<file path="config.mk">
export PLATFORM = sky130hd
export DESIGN_NAME = pixel_write_arbiter
export DESIGN_NICKNAME = d
export VERILOG_FILES = /design/src/rtl/pixel_write_arbiter_pkg.sv /design/src/rtl/pixel_write_arbiter_rr_select.sv /design/src/rtl/pixel_write_arbiter.sv
export SDC_FILE = /design/constraint.sdc
export NUM_CORES = 1
export LEC_CHECK = 0
export CAP_MARGIN = 25
export CORE_MARGIN = 3
export CORE_UTILIZATION = 40
export DETAILED_ROUTE_END_ITERATION = 6
export PLACE_DENSITY = 0.74
export SYNTH_ARGS = -nofsm -noshare
export SYNTH_HDL_FRONTEND = slang
export SYNTH_SLANG_ARGS = --single-unit
</file>
<file path="constraint.sdc">
create_clock -name clk -period 4.45 [get_ports clk]
set_clock_uncertainty 0.2 [all_clocks]
set_input_delay 1.335 -clock clk [delete_from_list [all_inputs] [get_ports clk]]
set_output_delay 1.335 -clock clk [all_outputs]
set_load 0.02 [all_outputs]
</file>
<file path="src/rtl/pixel_write_arbiter_pkg.sv">
// Shared colour definitions for the pixel write path.
// The framebuffer blocks and drawing tools all use these.
package pixel_write_arbiter_pkg;

    localparam int COLOR_WIDTH = 8;

    typedef logic [COLOR_WIDTH-1:0] color_t;

    // COLOR_NONE is the "transparent" sentinel: requests carrying it are consumed but never drawn.
    localparam color_t COLOR_NONE  = 8'h00;
    localparam color_t COLOR_RED   = 8'hE0;
    localparam color_t COLOR_GREEN = 8'h1C;
    localparam color_t COLOR_BLUE  = 8'h03;
    localparam color_t COLOR_WHITE = 8'hFF;

    function automatic logic color_is_drawable(input color_t c);
        return c != COLOR_NONE;
    endfunction

endpackage

</file>
<file path="src/rtl/pixel_write_arbiter_rr_select.sv">
// Combinational round-robin picker: one-hot grant to the first active request
// found after last_grant, wrapping around.
module rr_select #(
    parameter int N  = 3,
    parameter int GW = 2
) (
    input  logic [N-1:0]  req,
    input  logic [GW-1:0] last_grant,
    output logic [N-1:0]  grant
);

    int  idx;
    logic found;

    always_comb begin
        grant = '0;
        found = 1'b0;
        idx   = 0;
        for (int k = 1; k <= N; k++) begin
            idx = (int'(last_grant) + k) % N;
            if (!found && req[idx]) begin
                grant[idx] = 1'b1;
                found      = 1'b1;
            end
        end
    end

endmodule

</file>
<file path="src/rtl/pixel_write_arbiter.sv">
// Arbitrates several drawing tools onto one framebuffer write port and
// performs full-screen fills that lock the tools out until done.
module pixel_write_arbiter
    import pixel_write_arbiter_pkg::*;
#(
    parameter int WIDTH  = 640,
    parameter int HEIGHT = 480,
    parameter int N      = 3
) (
    input  logic                            clk,
    input  logic                            reset,
    input  logic [N-1:0]                    req_valid,
    input  logic [N*$clog2(WIDTH)-1:0]      req_x,
    input  logic [N*$clog2(HEIGHT)-1:0]     req_y,
    input  logic [N*COLOR_WIDTH-1:0]        req_color,
    output logic [N-1:0]                    req_ready,
    input  logic                            clear_start,
    input  logic [COLOR_WIDTH-1:0]          clear_color,
    output logic                            clear_busy,
    output logic                            wr_en,
    output logic [$clog2(WIDTH)-1:0]        wr_x,
    output logic [$clog2(HEIGHT)-1:0]       wr_y,
    output logic [COLOR_WIDTH-1:0]          wr_color
);

    localparam int XW = $clog2(WIDTH);
    localparam int YW = $clog2(HEIGHT);
    localparam int GW = (N > 1) ? $clog2(N) : 1;

    typedef enum logic {S_ARB, S_CLEAR} state_t;

    state_t                 state;
    logic [GW-1:0]          last_grant;
    logic [GW-1:0]          grant_idx;
    logic [N-1:0]           grant;
    logic                   transfer;
    logic [XW-1:0]          sel_x;
    logic [YW-1:0]          sel_y;
    color_t                 sel_color;
    logic [XW-1:0]          sweep_x;
    logic [YW-1:0]          sweep_y;
    logic [XW-1:0]          next_x;
    logic [YW-1:0]          next_y;
    logic                   row_end;
    logic                   sweep_done;
    color_t                 fill_color;

    rr_select #(
        .N  (N),
        .GW (GW)
    ) u_rr_select (
        .req        (req_valid),
        .last_grant (last_grant),
        .grant      (grant)
    );

    // A fill request takes priority over the tools in the cycle it arrives.
    assign req_ready = (state == S_ARB && !reset && !clear_start) ? grant : '0;
    assign transfer  = |req_ready;

    always_comb begin
        grant_idx = '0;
        for (int i = 0; i < N; i++) begin
            if (grant[i]) grant_idx = GW'(i);
        end
    end

    assign sel_x     = req_x[grant_idx*XW +: XW];
    assign sel_y     = req_y[grant_idx*YW +: YW];
    assign sel_color = req_color[grant_idx*COLOR_WIDTH +: COLOR_WIDTH];

    assign row_end    = (sweep_x == XW'(WIDTH - 1));
    assign sweep_done = row_end && (sweep_y == YW'(HEIGHT - 1));
    assign next_x     = row_end ? '0 : sweep_x + 1'b1;
    assign next_y     = row_end ? sweep_y + 1'b1 : sweep_y;

    // The sweep counters always hold the pixel currently presented on wr_*;
    // pixel (0,0) is loaded on the start cycle so wr_en lines up with clear_busy.
    always_ff @(posedge clk) begin
        if (reset) begin
            state      <= S_ARB;
            last_grant <= GW'(N - 1);
            sweep_x    <= '0;
            sweep_y    <= '0;
            fill_color <= COLOR_NONE;
            clear_busy <= 1'b0;
            wr_en      <= 1'b0;
            wr_x       <= '0;
            wr_y       <= '0;
            wr_color   <= COLOR_NONE;
        end else begin
            case (state)
                S_ARB: begin
                    if (clear_start) begin
                        state      <= S_CLEAR;
                        fill_color <= clear_color;
                        clear_busy <= 1'b1;
                        sweep_x    <= '0;
                        sweep_y    <= '0;
                        wr_en      <= 1'b1;
                        wr_x       <= '0;
                        wr_y       <= '0;
                        wr_color   <= clear_color;
                    end else if (transfer) begin
                        last_grant <= grant_idx;
                        wr_en      <= color_is_drawable(sel_color);
                        if (color_is_drawable(sel_color)) begin
                            wr_x     <= sel_x;
                            wr_y     <= sel_y;
                            wr_color <= sel_color;
                        end
                    end else begin
                        wr_en <= 1'b0;
                    end
                end
                S_CLEAR: begin
                    if (sweep_done) begin
                        state      <= S_ARB;
                        clear_busy <= 1'b0;
                        wr_en      <= 1'b0;
                        sweep_x    <= '0;
                        sweep_y    <= '0;
                    end else begin
                        sweep_x  <= next_x;
                        sweep_y  <= next_y;
                        wr_en    <= 1'b1;
                        wr_x     <= next_x;
                        wr_y     <= next_y;
                        wr_color <= fill_color;
                    end
                end
            endcase
        end
    end

endmodule

</file>
# Word-level counts from Yosys, hierarchy flattened
# Cells that the tools add are included.
[word_totals]
out_inout_bits = 32
regBits = 59
input_bits = 95
word_cells = 113
[classes]
div = 3
order_cmp = 6
n_reduce_logical = 18
add_sub_neg = 5
mux = 55
bitwise = 4
shift = 3
n_mul = 2
eq_ne = 7
[ops]
columns = ["operator", "count"]
rows = [
  [">= comparator 32 x 1 -> 1 bit, second input constant", 3],
  ["< comparator 32 x 4 -> 1 bit, second input constant", 3],
  ["remainder unit 32 x 3 -> 32 bit, second input constant", 3],
  ["2-to-1 mux 10 bit", 7],
  ["2-to-1 mux 9 bit", 7],
  ["one-hot mux 10 bit (2 select lines)", 2],
  ["one-hot mux 9 bit (2 select lines)", 2],
  ["2-to-1 mux 8 bit", 4],
  ["indexed part select 30 x 7 -> 10 bit", 1],
  ["indexed part select 27 x 7 -> 9 bit", 1],
  ["indexed part select 24 x 6 -> 8 bit", 1],
  ["2-to-1 mux 1 bit", 18],
  ["one-hot mux 8 bit (2 select lines)", 1],
  ["2-to-1 mux 3 bit", 4],
  ["adder 10 x 1 -> 10 bit, second input constant", 1],
  ["== test 10 bit, second input constant", 1],
  ["adder 9 x 1 -> 9 bit, second input constant", 1],
  ["== test 9 bit, second input constant", 1],
  ["logical AND 1 bit", 8],
  ["nonzero test 8 bit", 1],
  ["adder 2 x 2 -> 3 bit, second input constant", 2],
  ["binary-select mux 1 bit (select 2 bit)", 3],
  ["demux 1 bit (select 2 bit)", 3],
  ["multiplier 2 x 4 -> 6 bit, second input constant", 1],
  ["14 further kinds", 24],
]

# Depth between registers and ports, before layout
# Gate-level depths: netlist of the first run.
[logic_depth]
word_depth = 20
ltp_mapped = 13
depth_no_buf = 10

# Hierarchy
# From an unflattened synthesis of the first run, not the netlist that was laid out.
[hier_totals]
hier_cells = 501
area_unflattened_um2 = 3942.5
[by_module_without_submodules]
columns = ["mod", "cells_each", "area_per_inst_um2", "instances"]
rows = [
  ["pixel_write_arbiter", 461, 3663.5, 1],
  ["rr_select", 40, 279.0, 1],
]

# Worst setup path before layout of the first run
# Ideal clock, no wire load.
[synth_timing]
path_kind = "input to output"
startpoint = "in req_valid[1]"
endpoint = "out req_ready[2]"
stages = 7
t_arrival_ns = 2.724
setup_slack_ns = 0.191
path_buffers = 3
required_time_ns = 2.915
cell_sequence = "mux2i_1 o21ai_0 a41oi_2 buf_6 buf_2 buf_1 nor2_1"
[synth_between]
elab_chain_cells = 11
elab_cells_between_ends = 21
cone_classes = "mux: 15; bitwise: 2; reduce/logical: 4"
[synth_lines]
columns = ["item", "line_no", "rtl"]
rows = [
  ["start: declaration", "pixel_write_arbiter.sv:12", "input logic [N-1:0] req_valid,"],
  ["binary-select mux 1 bit (select 2 bit)", "pixel_write_arbiter_rr_select.sv:21", "if (!found && req[idx]) begin"],
  ["2-to-1 mux 1 bit (implied by the code) (2 in a row)", "pixel_write_arbiter_rr_select.sv:21", ""],
  ["2-to-1 mux 1 bit", "pixel_write_arbiter_rr_select.sv:21", ""],
  ["logical NOT 1 bit", "pixel_write_arbiter_rr_select.sv:21", ""],
  ["logical AND 1 bit", "pixel_write_arbiter_rr_select.sv:21", ""],
  ["2-to-1 mux 1 bit", "pixel_write_arbiter_rr_select.sv:21", ""],
  ["logical NOT 1 bit", "pixel_write_arbiter_rr_select.sv:21", ""],
  ["logical AND 1 bit", "pixel_write_arbiter_rr_select.sv:21", ""],
  ["2-to-1 mux 3 bit *", "pixel_write_arbiter_rr_select.sv:21", ""],
  ["2-to-1 mux 3 bit *", "pixel_write_arbiter.sv:58", "assign req_ready = (state == S_ARB && !reset && !clear_start) ? grant : '0;"],
  ["end: declaration", "pixel_write_arbiter.sv:16", "output logic [N-1:0] req_ready,"],
]
# Every way passes the cells marked *; elsewhere a longest branch is shown, timed or not. The select of a mux whose other input is x is not followed.

# Worst setup path after layout of the first run
# Same ends and word-level chain as after synthesis.

==> results of run 1 <==
==> layout by cell type (no fill, tap or decap), drive strengths merged, types with 4 or more instances in the layout <==
cell type	count
a211o	4
a211oi	19
a21o	9
a21oi	45
a22oi	4
a2bb2oi	4
a311oi	12
buf	28
clkbuf	10
clkdlybuf4s50	120
dfxtp	59
ha	6
inv	9
mux2i	13
nand2	87
nand3	28
nand4	7
nor2	37
nor2b	4
nor3	27
o2111a	4
o211ai	13
o21ai	27
o311a	4
o31ai	9
xnor2	8
xor2	8
==> cells by family after synthesis <==
| group | Yosys count | synth area share |
|---|---|---|
| AO/OA/AOI/OAI | 169 | 0.3165 |
| XOR/XNOR | 16 | 0.03459 |
| adder cells (fa/ha/maj) | 6 | 0.01853 |
| buffers and inverters | 56 | 0.06578 |
| flip-flops | 59 | 0.2915 |
| multiplexers | 13 | 0.03212 |
| AND/OR/NAND/NOR | 212 | 0.2409 |
==> repair_timing <==
action                                 in CTS  in global routing
setup endpoints to repair                   3                  2
setup buffers                               0                  1
hold buffers                                0                  0
gates resized for setup                    12                  3
endpoints found under the hold margin       0                  0
==> where the power goes <==
part / leakage (nW) / internal, W / switching [W]
Sequential: 0.483 / 0.000560 / 0.0000191
Combinational: 1.57 / 0.000259 / 0.000284
Clock: 0.101 / 0.000313 / 0.000222
==> per-stage QoR <==
step	instance area, sq um	power [W]	utilization	std cells
6_report	5685	0.001657	0.5790	785
5_1_grt	5685	0.001731	0.5790	785
4_1_cts	5685	0.001657	0.5790	784
3_5_place_dp	5465	0.001124	0.5566	768
3_3_place_gp	5465	0.001114	0.5566	768
2_1_floorplan	4051	0.0008935	-	531
==> worst min-delay path: stages, from the launching register on <==
cell	delay, ns
dfxtp_1	0.31
nand2_1	0.05
a21oi_1	0.05
==> cell type report <==
type | count | area share
Multi-Input combinational cell | 416 | 0.4613
Timing Repair Buffer | 152 | 0.2577
Sequential cell | 59 | 0.2077
Tap cell | 133 | 0.02927
Clock buffer | 9 | 0.02179
Clock inverter | 7 | 0.01629
Inverter | 9 | 0.005942
==> how the worst max path moves through the flow <==
stage	from	endpoint	slack, ns	cells past startpoint
floorplan	req_valid[1]	req_ready[2]	0.19	7
global placement	req_valid[0]	req_ready[2]	-0.27	7
detailed placement	req_valid[0]	req_ready[0]	-0.36	7
CTS	req_valid[1]	req_ready[1]	0.05	7
global route	req_valid[1]	req_ready[2]	0.03	6
finish	req_valid[1]	req_ready[2]	0.11	6
==> sequential cells by signal, summed over array words and instances, names as in the netlist <==
register / count
sweep_x: 10
wr_x: 10
sweep_y: 9
wr_y: 9
fill_color: 8
wr_color: 8
last_grant: 2
clear_busy: 1
state: 1
wr_en: 1
==> layer usage <==
metal,GRT usage,vias to the layer above,part of all wire
met5,0,-,0
met4,0.05023,0,0.013
met3,0.04275,19,0.062
met2,0.3530,154,0.45
met1,0.3175,2099,0.47
li1,-,2167,-
==> flow_metrics.py, run 1 <==
metrics = {
    "timing": {
        "post-route-period-util": 0.9756,
        "hold_slack_ns": 0.2516,
        "slew_violations": 0,
        "timing.final.crit_period_ns": 4.342,
        "setup_violations": 0,
        "fin_setup_tns_ns": 0,
        "hold_viol": 0,
        "timing.fmax_mhz": 230.3,
        "relSlewSlack": 0.5688,
        "tightest_slew_ns": 0.6461,
        "setup_ws_ns": 0.1084,
        "rsz0062_at_grt": "false",
    },
    "min_path": {
        "min_to": "fill_color[5]",
        "whs_path_depth": 2,
        "hp-start": "fill_color[5]",
        "hp-class": "reg -> reg",
    },
    "worst_setup_path": {
        "cp.arrival_ns": 2.81,
        "worstSetupStartpointType": "input pin",
        "cp_top_family": "buffers and inverters",
        "reg2reg_depth": 12,
        "worst-endpoint-required_ns": 2.91,
        "path_class": "in -> out",
        "r2r_slack_ns": 0.90,
        "worstPathMaxFanout": 7,
        "worst_r2r_endpoint": "wr_y[0]",
        "path_buf_inv": 3,
        "r2r_start": "last_grant[0]",
        "critical_path.cell_chain": "clkdlybuf4s50_1, buf_4, o21bai_1, a41oi_4, nor2_1, clkdlybuf4s15_2",
        "cp-end-kind": "output pin",
        "cpMaxStageDelayCell": "clkdlybuf4s50_1",
        "slowest_delay_ns": 0.42,
    },
    "clock_tree": {
        "root_buffer": "clkbuf_8",
        "htreeDepth": 3,
        "cts.sinks": 59,
        "cts_tree": "yes",
        "clockBufferDepth": 2,
        "clkLatencyLatePin_ns": 0.34,
        "clk_pin_slew_worst_paths_ns": 0.07,
        "numCtsBuffers": 9,
    },
    "route": {
        "drt-initial-drc-count": 353,
        "dr.pass1.iters": 5,
        "vias": 4439,
        "drtAntennaViolNets": 0,
        "routed_wl_mm": 13.13,
        "vias_per_cell": 5.655,
        "drc": 0,
        "post_drt_wl_per_cell_um": 16.72,
    },
    "power": {
        "peakVddDrop_mv": 0.1246,
        "power_density_nw_per_um2": 291.5,
        "p_leak_nw": 2.156,
    },
    "floorplanning": {
        "core_sq_um": 9819,
        "die_width_um": 106.6,
        "dieArea_sq_um": 11370,
        "die_y_um": 106.6,
        "rows": 36,
        "ios": 127,
        "start_util": 0.4126,
    },
    "logic_synthesis": {
        "synth.distinct_cells": 58,
        "syn-num-nets": 632,
        "synth_edf_count": 0,
        "yosysMostFrequentCell": "nand2_1",
        "synthArstFlopShare": 0,
        "yosysWarnings": 0,
        "synth_seq_cells": 59,
        "avgSynthCellArea_sq_um": 7.630,
        "synth_seq_area_share": 0.2915,
        "synth_cells": 531,
        "yosysTopAreaCellShare": 0.2915,
        "synth_top_cell_by_area": "dfxtp_1",
        "synth_flop_cell": "dfxtp_1",
        "synth_common_cells": "86 x nand2_1, 59 x dfxtp_1, 44 x a21oi_1",
        "netlist_area_sq_um": 4051,
        "synth.area.top_cells": "dfxtp_1 29%, nand2_1 8.0%, a21oi_1 5.4%, a211oi_2 3.7%, nand3_1 3.5%",
    },
    "final_layout": {
        "multi_input_area_sq_um": 2623,
        "fill_cells": 910,
        "layout.nets": 748,
        "drive_above_1_share": 0.1181,
        "seqCellArea_sq_um": 1181,
        "area_delta_synth_final_pct": 40.33,
        "antenna_cells": 0,
    },
    "placement": {
        "hpwl_mm": 9.723,
        "port_buffers": 126,
        "place_ws_ns": -0.3585,
        "routabilityCongestion": 0.9151,
    },
    "run": {
        "maxCapViolations": 0,
    },
    "global_route": {
        "grt_use_total": 0.2239,
        "grt_pass1_vias": 4183,
        "antenna_found_initial": 0,
        "grt_start_max_net_pins": 50,
        "grt_overflow": 0,
        "grt_first_pass_wirelength_mm": 20.82,
    },
    "outcome": {
        "outcome": "finished, final reports clean",
    },
}
Power figures use the tool's default switching activity.
==> run 2, diff against run 1 <==
--- a/config.mk
+++ b/config.mk
@@ -5,11 +5,10 @@
 export SDC_FILE = /design/constraint.sdc
 export NUM_CORES = 1
 export LEC_CHECK = 0
-export CAP_MARGIN = 25
 export CORE_MARGIN = 3
-export CORE_UTILIZATION = 40
+export CORE_UTILIZATION = 45
 export DETAILED_ROUTE_END_ITERATION = 6
-export PLACE_DENSITY = 0.74
+export PLACE_DENSITY = 0.82
 export SYNTH_ARGS = -nofsm -noshare
 export SYNTH_HDL_FRONTEND = slang
 export SYNTH_SLANG_ARGS = --single-unit
==> run 2 against run 1 <==
Effect of this change: core utilization rose by 9.0 points; non-clock buffer count rose by 3; sequential share of layout area increased by 0.069 points; combinational power fell by 0.9%; routed wire length fell by 0.95%; global-route usage up 3.3 points; first-iteration DRC count fell by 39%; die area is 11% lower; critical path type unchanged; critical endpoint unchanged; largest power group unchanged.
==> flow_metrics.py, run 2 (synthesized netlist as in run 1, its figures left out) <==
metrics = {
    "clock_tree": {
        "cts.sinks": 59,
        "cts_tree": "yes",
        "clkLatencyLatePin_ns": 0.35,
        "htreeDepth": 3,
        "clk_pin_slew_worst_paths_ns": 0.06,
        "clockBufferDepth": 2,
        "post-cts-setup-buffers": 0,
        "numCtsBuffers": 9,
        "root_buffer": "clkbuf_8",
    },
    "global_route": {
        "grt_start_max_net_pins": 50,
        "grt_first_pass_wirelength_mm": 21.20,
        "antenna_found_initial": 0,
        "grt_use_total": 0.2573,
        "grt_pass1_vias": 4462,
        "grt_overflow": 0,
    },
    "final_layout": {
        "drive_above_1_share": 0.1206,
        "antenna_cells": 0,
        "seqCellArea_sq_um": 1181,
        "top_regs": "sweep_x x10, wr_x x10",
        "layout.nets": 751,
        "multi_input_area_sq_um": 2618,
        "stdcell_area_sq_um": 5667,
        "mostFrequentLayoutCells": "122 x clkdlybuf4s50_1, 86 x nand2_1, 59 x dfxtp_1, 44 x a21oi_1, 36 x nor2_1",
        "fill_cells": 696,
        "area_delta_synth_final_pct": 39.87,
        "layout_commonest_cell": "clkdlybuf4s50_1",
    },
    "power": {
        "p_sw_w": 0.0005133,
        "swShare": 0.3138,
        "combPwrFrac": 0.329,
        "power_density_nw_per_um2": 288.7,
        "p_leak_nw": 2.173,
        "seq_power_share": 0.355,
        "intPower_w": 0.001123,
        "clockPowerShare": 0.316,
        "peakVddDrop_mv": 0.2355,
    },
    "worst_setup_path": {
        "worst_r2r_endpoint": "wr_x[9]",
        "critical_path.cell_chain": "clkdlybuf4s50_1, buf_4, nor2b_1, o211a_1, a41oi_4, nor2_2, clkdlybuf4s15_2",
        "worst-endpoint-required_ns": 2.91,
        "slowest_delay_ns": 0.51,
        "cpMaxStageDelayCell": "clkdlybuf4s50_1",
        "path_class": "in -> out",
        "worstSetupStartpointType": "input pin",
        "cp-end-kind": "output pin",
        "r2r_start": "last_grant[0]",
        "r2r_slack_ns": 0.90,
        "worstPathMaxFanout": 6,
        "reg2reg_depth": 12,
        "cp.arrival_ns": 2.81,
    },
    "floorplanning": {
        "start_util": 0.4786,
        "rows": 33,
        "dieArea_sq_um": 10180,
        "ios": 127,
        "core_sq_um": 8464,
        "die_y_um": 100.9,
        "die_width_um": 100.9,
    },
    "placement": {
        "hpwl_mm": 9.561,
        "port_buffers": 126,
        "routabilityCongestion": 0.9331,
        "dpl_cell_area_sq_um": 5460,
    },
    "timing": {
        "timing.fmax_mhz": 230.0,
        "hold_viol": 0,
        "tightest_slew_ns": 0.6384,
        "slew_violations": 0,
        "setup_violations": 0,
        "fin_setup_tns_ns": 0,
        "timing.final.crit_period_ns": 4.347,
        "rsz0062_at_grt": "true",
        "relSlewSlack": 0.5739,
        "post-route-period-util": 0.9769,
    },
    "outcome": {
        "outcome": "finished, final reports clean",
    },
    "min_path": {
        "hp-class": "reg -> reg",
        "min_to": "fill_color[4]",
        "whs_path_depth": 2,
        "hp-start": "fill_color[4]",
    },
    "route": {
        "drt-initial-drc-count": 215,
        "drc": 0,
        "routed_wl_mm": 13.00,
        "drtAntennaViolNets": 0,
        "post_drt_wl_per_cell_um": 17.11,
        "vias_per_cell": 5.984,
        "dr.pass1.iters": 5,
        "vias": 4548,
    },
    "run": {
        "maxCapViolations": 0,
    },
}
==> run 2: cell types whose count changed in the layout (fill, tap and decap cells not counted), sizes merged <==
| cell | previous run | this run |
|---|---|---|
| dlygate4sd2 | 2 | 0 |
| clkinvlp | 3 | 1 |
| clkdlybuf4s50 | 120 | 122 |
| clkbuf | 10 | 14 |
| bufinv | 2 | 1 |
| buf | 28 | 30 |
==> run 2: how the worst max path moves through the flow <==
stage,from,to
after floorplan,req_valid[1],req_ready[2]
after global placement,req_valid[0],req_ready[2]
after detailed placement,req_valid[0],req_ready[2]
after CTS,req_valid[0],req_ready[2]
after global routing,req_valid[0],req_ready[2]
final,req_valid[1],req_ready[2]
==> run 2: worst max-delay path: cells and delay by family <==
| kind | cells | cell delay, ns |
|---|---|---|
| AO/OA/AOI/OAI | 2 | 0.44 |
| buffers and inverters | 3 | 0.92 |
| AND/OR/NAND/NOR | 2 | 0.11 |
==> run 2: layout make-up <==
| type | instances | share of cell area |
|---|---|---|
| tap | 105 | 0.02318 |
| multi-input combinational | 416 | 0.4619 |
| inverter | 9 | 0.005962 |
| sequential | 59 | 0.2084 |
| clock inverter | 4 | 0.008390 |
| clock buffer | 12 | 0.02915 |
| timing repair buffer | 155 | 0.2630 |
==> run 2: metal layers <==
metal | routed length, um | up-vias | share of wire | track usage
li1 | - | 2179 | - | -
met1 | 5260 | 2137 | 0.40 | 0.3035
met2 | 6410 | 193 | 0.49 | 0.4522
met3 | 905 | 39 | 0.070 | 0.05260
met4 | 427 | 0 | 0.033 | 0.1036
met5 | 0 | - | 0 | 0
==> run 2: repair_timing <==
item,4_1_cts,5_1_grt
hold buffers,0,0
endpoints found under the setup margin,3,3
gates resized for setup,6,5
==> run 2: through the flow <==
| step | setup slack, ns | hold WS [ns] | std cells | total power [W] | util |
|---|---|---|---|---|---|
| 2_1_floorplan | 0.1906 | 0.2332 | 531 | 0.0008935 | - |
| 3_3_place_gp | -0.2775 | 0.2391 | 744 | 0.001109 | 0.6451 |
| 3_5_place_dp | -0.3402 | 0.2461 | 744 | 0.001124 | 0.6451 |
| 4_1_cts | 0.001634 | 0.2545 | 760 | 0.001638 | 0.6702 |
| 5_1_grt | -0.004436 | 0.2779 | 760 | 0.001708 | 0.6695 |
| 6_report | 0.1027 | 0.2569 | 760 | 0.001636 | 0.6695 |
==> run 2: power by group through the flow <==
stage	clock network [W]	registers, W	logic [W]
floorplan	0	0.000618	0.000275
global placement	0	0.000590	0.000519
detailed placement	0	0.000591	0.000533
CTS	0.000521	0.000580	0.000536
global route	0.000545	0.000584	0.000579
finish	0.000517	0.000580	0.000538
